## src/rtl/my_dmux8way16_collect.sv

```systemverilog
// Receive side of the 8-way 16-bit lane mux: steers tagged words into 8 lane registers
// and presents the collected frame on a valid/ready handshake once full or on last.
module my_dmux8way16_collect #(
    parameter int unsigned WIDTH = 16,
    parameter int unsigned CNT_W = 8
) (
    input  logic             clk,
    input  logic             rst_n,
    input  logic             in_valid,
    output logic             in_ready,
    input  logic [WIDTH-1:0] in_data,
    input  logic [2:0]       in_sel,
    input  logic             in_last,
    output logic             out_valid,
    input  logic             out_ready,
    output logic [WIDTH-1:0] out0,
    output logic [WIDTH-1:0] out1,
    output logic [WIDTH-1:0] out2,
    output logic [WIDTH-1:0] out3,
    output logic [WIDTH-1:0] out4,
    output logic [WIDTH-1:0] out5,
    output logic [WIDTH-1:0] out6,
    output logic [WIDTH-1:0] out7,
    output logic [7:0]       out_mask,
    output logic             out_dup,
    output logic [CNT_W-1:0] frame_cnt
);

    typedef enum logic [0:0] {StFill, StHold} state_e;

    state_e           state_q, state_d;
    logic [WIDTH-1:0] lane_q [8];
    logic [WIDTH-1:0] lane_d [8];
    logic [7:0]       mask_q, mask_d;
    logic [7:0]       sel_onehot;
    logic             dup_q, dup_d;
    logic [CNT_W-1:0] cnt_q, cnt_d;
    logic             accept;

    always_comb begin
        sel_onehot = 8'b1 << in_sel;
        accept     = in_valid && (state_q == StFill);
        state_d    = state_q;
        lane_d     = lane_q;
        mask_d     = mask_q;
        dup_d      = 1'b0;
        cnt_d      = cnt_q;
        unique case (state_q)
            StFill: begin
                if (accept) begin
                    lane_d[in_sel] = in_data;
                    mask_d         = mask_q | sel_onehot;
                    dup_d          = mask_q[in_sel];
                    if ((mask_d == 8'hFF) || in_last) begin
                        state_d = StHold;
                    end
                end
            end
            StHold: begin
                // Lane data is kept on release; the cleared mask marks it stale.
                if (out_ready) begin
                    state_d = StFill;
                    mask_d  = 8'h00;
                    cnt_d   = cnt_q + CNT_W'(1);
                end
            end
            default: state_d = StFill;
        endcase
    end

    always_ff @(posedge clk or negedge rst_n) begin
        if (!rst_n) begin
            state_q <= StFill;
            for (int i = 0; i < 8; i++) begin
                lane_q[i] <= '0;
            end
            mask_q  <= 8'h00;
            dup_q   <= 1'b0;
            cnt_q   <= '0;
        end else begin
            state_q <= state_d;
            lane_q  <= lane_d;
            mask_q  <= mask_d;
            dup_q   <= dup_d;
            cnt_q   <= cnt_d;
        end
    end

    assign in_ready  = (state_q == StFill);
    assign out_valid = (state_q == StHold);
    assign out_mask  = mask_q;
    assign out_dup   = dup_q;
    assign frame_cnt = cnt_q;
    assign out0      = lane_q[0];
    assign out1      = lane_q[1];
    assign out2      = lane_q[2];
    assign out3      = lane_q[3];
    assign out4      = lane_q[4];
    assign out5      = lane_q[5];
    assign out6      = lane_q[6];
    assign out7      = lane_q[7];

endmodule

```

## config.mk

```make
export PLATFORM = sky130hd
export DESIGN_NAME = my_dmux8way16_collect
export DESIGN_NICKNAME = d
export VERILOG_FILES = /design/src/rtl/my_dmux8way16_collect.sv
export SDC_FILE = /design/constraint.sdc
export NUM_CORES = 1
export LEC_CHECK = 0
export CORE_ASPECT_RATIO = 1.75
export CORE_UTILIZATION = 40
export DETAILED_ROUTE_END_ITERATION = 6
export PLACE_DENSITY = 0.71
export SYNTH_ARGS = -nofsm -noshare
export SYNTH_HDL_FRONTEND = slang
export SYNTH_SLANG_ARGS = --single-unit
export TNS_END_PERCENT = 20
```

## constraint.sdc

```tcl
create_clock -name clk -period 2.3 [get_ports clk]
set_input_delay 0.23 -clock clk [delete_from_list [all_inputs] [get_ports clk]]
set_output_delay 0.23 -clock clk [all_outputs]
set_load 0.005 [all_outputs]
```

==> results.md <==
* Register area share after synthesis at ~64%
* FF-to-FF End: out3[4]$_DFFE_PN0P_
* Yosys warnings at 0
* Final setup viols at 0
* Setup Crit Path Kind: flop to flop
* Core Area at between 0.01 and 0.015 sq mm
* Num CTS Buffers at 17
* RSZ-0062 raised after global routing: false
* Minimum clock period at 1780 ps
* Fin nets at between 500 and 600
* Ports at 171
* CP max stage delay at approximately 440 ps
* Max-cap viol count at 0
* Netlist Area Pre-Place at approximately 0.0057 sq mm
* Fin crit share at roughly 78%
* Fill cells at 1081
* RR Startpoint: out_valid$_DFF_PN0_
* Switching Share at roughly 26%
* GR Overflow Total at 0
* Global-route wire length before repair at about 23000 microns
* Largest net degree at the start of global routing at 69
* Post-CTS Repair Setup Buffers at 0
* Post-synth top area share at between 60 and 70%
* Antenna diode count at 0
* Drt wl/cell at roughly 19 microns
* Status: finished clean
* #FFs+latches synth at between 100 and 150
* Most used DFF post-synth: dfrtp_1
* Yosys top cell by area: dfrtp_1
* Synth Instances at around 360
* Static leakage at around 3.6 nW
* Crit path from: out_valid$_DFF_PN0_
* Reg2reg path depth at 5
* Critical Path Start Type: flop
* Post-DP HPWL at 10500 microns
* Commonest cells post-synth: dfrtp_1 (146), mux2_2 (130), nand2_1 (13), buf_2 (8), inv_1 (6)
* Power Density at ~1200 mW/mm^2
* Data arrival, critical path at roughly 2100 ps
* Worst-margin pin slew at around 400 ps
* Ys async rst share at 100%
* Max Slew Vio Count at 0
* DR pass1 iterations at 4
* Clock sink count at between 100 and 150
* Relative slew slack at about three quarters
* Setup TNS at 0 ps
* Initial antenna violation count at 0
* Worst Clk Skew at approximately 7.0 ps
* Critical path depth at 5
* Clock share of power at 29.0%
* GR Util All Layers at 21.3%
* Fraction of layout cells with a size suffix above 1 at 33.6%
* Clock root buffer: clkbuf_16
* Top delay family on crit path: simple AND/OR/NAND/NOR gates
* Critical Path End: out3[4]$_DFFE_PN0P_
* Worst-Skew Late Latency at between 400 and 500 ps
* Worst VDD drop at roughly 0.67 mV
* Die Y at 160 microns
* DP Area at a little under 0.008 sq mm
* Cells along the critical path: and2b_1, nand2_2, nor3b_4, buf_4, mux2_2
* Most common cell in the netlist: dfrtp_1
* Crit path buffers/inverters at 1
* Seq pwr share at just under 40%
* Area delta synth->final at 47.6%
* Hold/Removal Path Class: primary input to async pin
* FF/Latch Area at approximately 0.0037 sq mm
* IO buf count at 170
* Power Internal at 0.00762 W
* Routed Antenna Nets at 0
* Final Instance Area at between 0.008 and 0.009 sq mm
* CTS tree: done
* CP Capture Type: flop
* Syn Area/Cell at roughly 16 sq um
* Combinational power share at a little under a third
* Routed WL at between 10000 and 15000 microns
* Syn_nets at roughly 390
* Multi-input logic area at ~0.0019 sq mm
* Number of synthesized flops with an enable pin at 0
* Clock Tree Buf Depth at 2
* H-tree lvl count at 4
* Clk pin slew, worst setup/hold paths at approximately 60 ps
* Starting density of the core at between 40 and 50%
* CP max FO at 9
* Row count at between 50 and 60
* Final Hold Viols at 0
* Worst-path cell with the longest stage delay: dfrtp_1
* Die ar. at 0.0147 sq mm
* Gp weighted congestion at between 0.8 and 0.9
* Initial DRC Count at 150
* Req. time, crit path at 2590 ps
* Post-synth cell types at 38
* Reg2reg setup slack at just over 500 ps
* Area contributors post-synth: dfrtp_1 (64%), mux2_2 (26%), nand2_1 (0.86%), xnor2_1 (0.77%), buf_2 (0.71%)
* DIE WIDTH at just over 90 microns
* Fmax at around 560 MHz
* Vias/cell at 5.01
* Via count at about 3800
* Psw at around 0.0026 W
* Number of global-route vias before repair at between 4000 and 5000
* DRC Markers at 0
[worst reg2reg max path: stages (launching register included)]
cell	delay (ps)
dfrtp_1	440
and2b_1	310
nand2_2	120
nor3b_4	210
buf_4	230
mux2_2	360
[sequential cells by signal, indices dropped and copies added (netlist names), 8 cells and up]
register / cells
out1: 16
out2: 16
out7: 16
out0: 16
frame_cnt: 8
out5: 16
out3: 16
out4: 16
out6: 16
out_mask: 8
[power by group through the flow]
stage	Clock [W]	Combinational, W	Sequential (W)
2_1_floorplan	0	0.000914	0.00408
3_3_place_gp	0	0.00321	0.00404
3_5_place_dp	0	0.00327	0.00409
4_1_cts	0.00303	0.00328	0.00406
5_1_grt	0.00314	0.00344	0.00418
6_report	0.00297	0.00323	0.00405
[cells by family (layout without fill, tap and decap cells)]
group | Yosys count | in the layout | share of synthesized area (%)
AOI/OAI and AO/OA | 17 | 17 | 2.05
xor gates and xnor gates | 7 | 7 | 1.08
adders and majority gates | 1 | 1 | 0.221
buffers and inverters | 18 | 231 | 1.63
DFF | 146 | 146 | 64.4
muxes | 132 | 132 | 26.2
and+or+nand+nor | 41 | 41 | 4.41
[layout by cell type (no fill, tap or decap), types with 2 or more instances in the layout]
cell,n
xnor2_1,5
clkinvlp_4,2
nor2_2,4
inv_1,6
clkbuf_16,17
o21a_1,3
mux2_2,130
nand2_1,13
dfrtp_1,146
nand4_1,4
nand2b_1,2
a21oi_1,5
inv_6,3
a221oi_1,2
buf_12,2
nor2_1,5
mux2i_1,2
xor2_1,2
a31oi_1,2
buf_4,20
bufinv_16,4
clkinv_4,3
clkdlybuf4s50_1,169
[cell type report]
class,instances,share of cell area (%)
Tap cell,177,2.65
Clock buffer,19,5.29
Inverter,6,0.269
Multi-Input combinational cell,198,23.0
Timing Repair Buffer,193,22.7
Clock inverter,13,2.38
Sequential cell,146,43.7
[worst min path at each step]
| stage | start | to | slack, ps | cells after the start |
|---|---|---|---|---|
| CTS | rst_n | out0[12]$_DFFE_PN0P_ | 240 | 2 |
| global route | rst_n | out0[1]$_DFFE_PN0P_ | 280 | 2 |
| floorplan | rst_n | frame_cnt[0]$_DFFE_PN0P_ | -70 | 0 |
| global placement | rst_n | out0[1]$_DFFE_PN0P_ | 120 | 1 |
| finish | rst_n | out0[1]$_DFFE_PN0P_ | 260 | 2 |
| detailed placement | rst_n | out0[1]$_DFFE_PN0P_ | 120 | 1 |
[timing repair]
action / in CTS / in global routing
resized for setup: 0 / 0
endpoints found under the hold margin: 25 / 0
hold buffers: 1 / 0
[per-stage QoR]
stage | instances | setup WS (ps) | util, % | hold slack [ps] | total power [W]
detailed placement | 719 | 262 | 55.8 | 122 | 0.00736
finish | 752 | 516 | 60.5 | 264 | 0.0102
global placement | 719 | 307 | 55.8 | 120 | 0.00725
global route | 752 | 446 | 60.5 | 277 | 0.0108
floorplan | 362 | 548 | - | -65.6 | 0.00500
CTS | 752 | 510 | 60.5 | 241 | 0.0104
[routing by layer]
metal,GRT usage (%),vias to the layer above,wire length (microns),share of wire [%]
met1,24.2,1919,5570,38
met4,9.09,0,439,3.0
li1,-,1696,-,-
met2,38.2,129,8000,55
met5,0,-,0,0
met3,4.58,27,621,4.2
No activity file was read; power rests on OpenSTA's default activity.
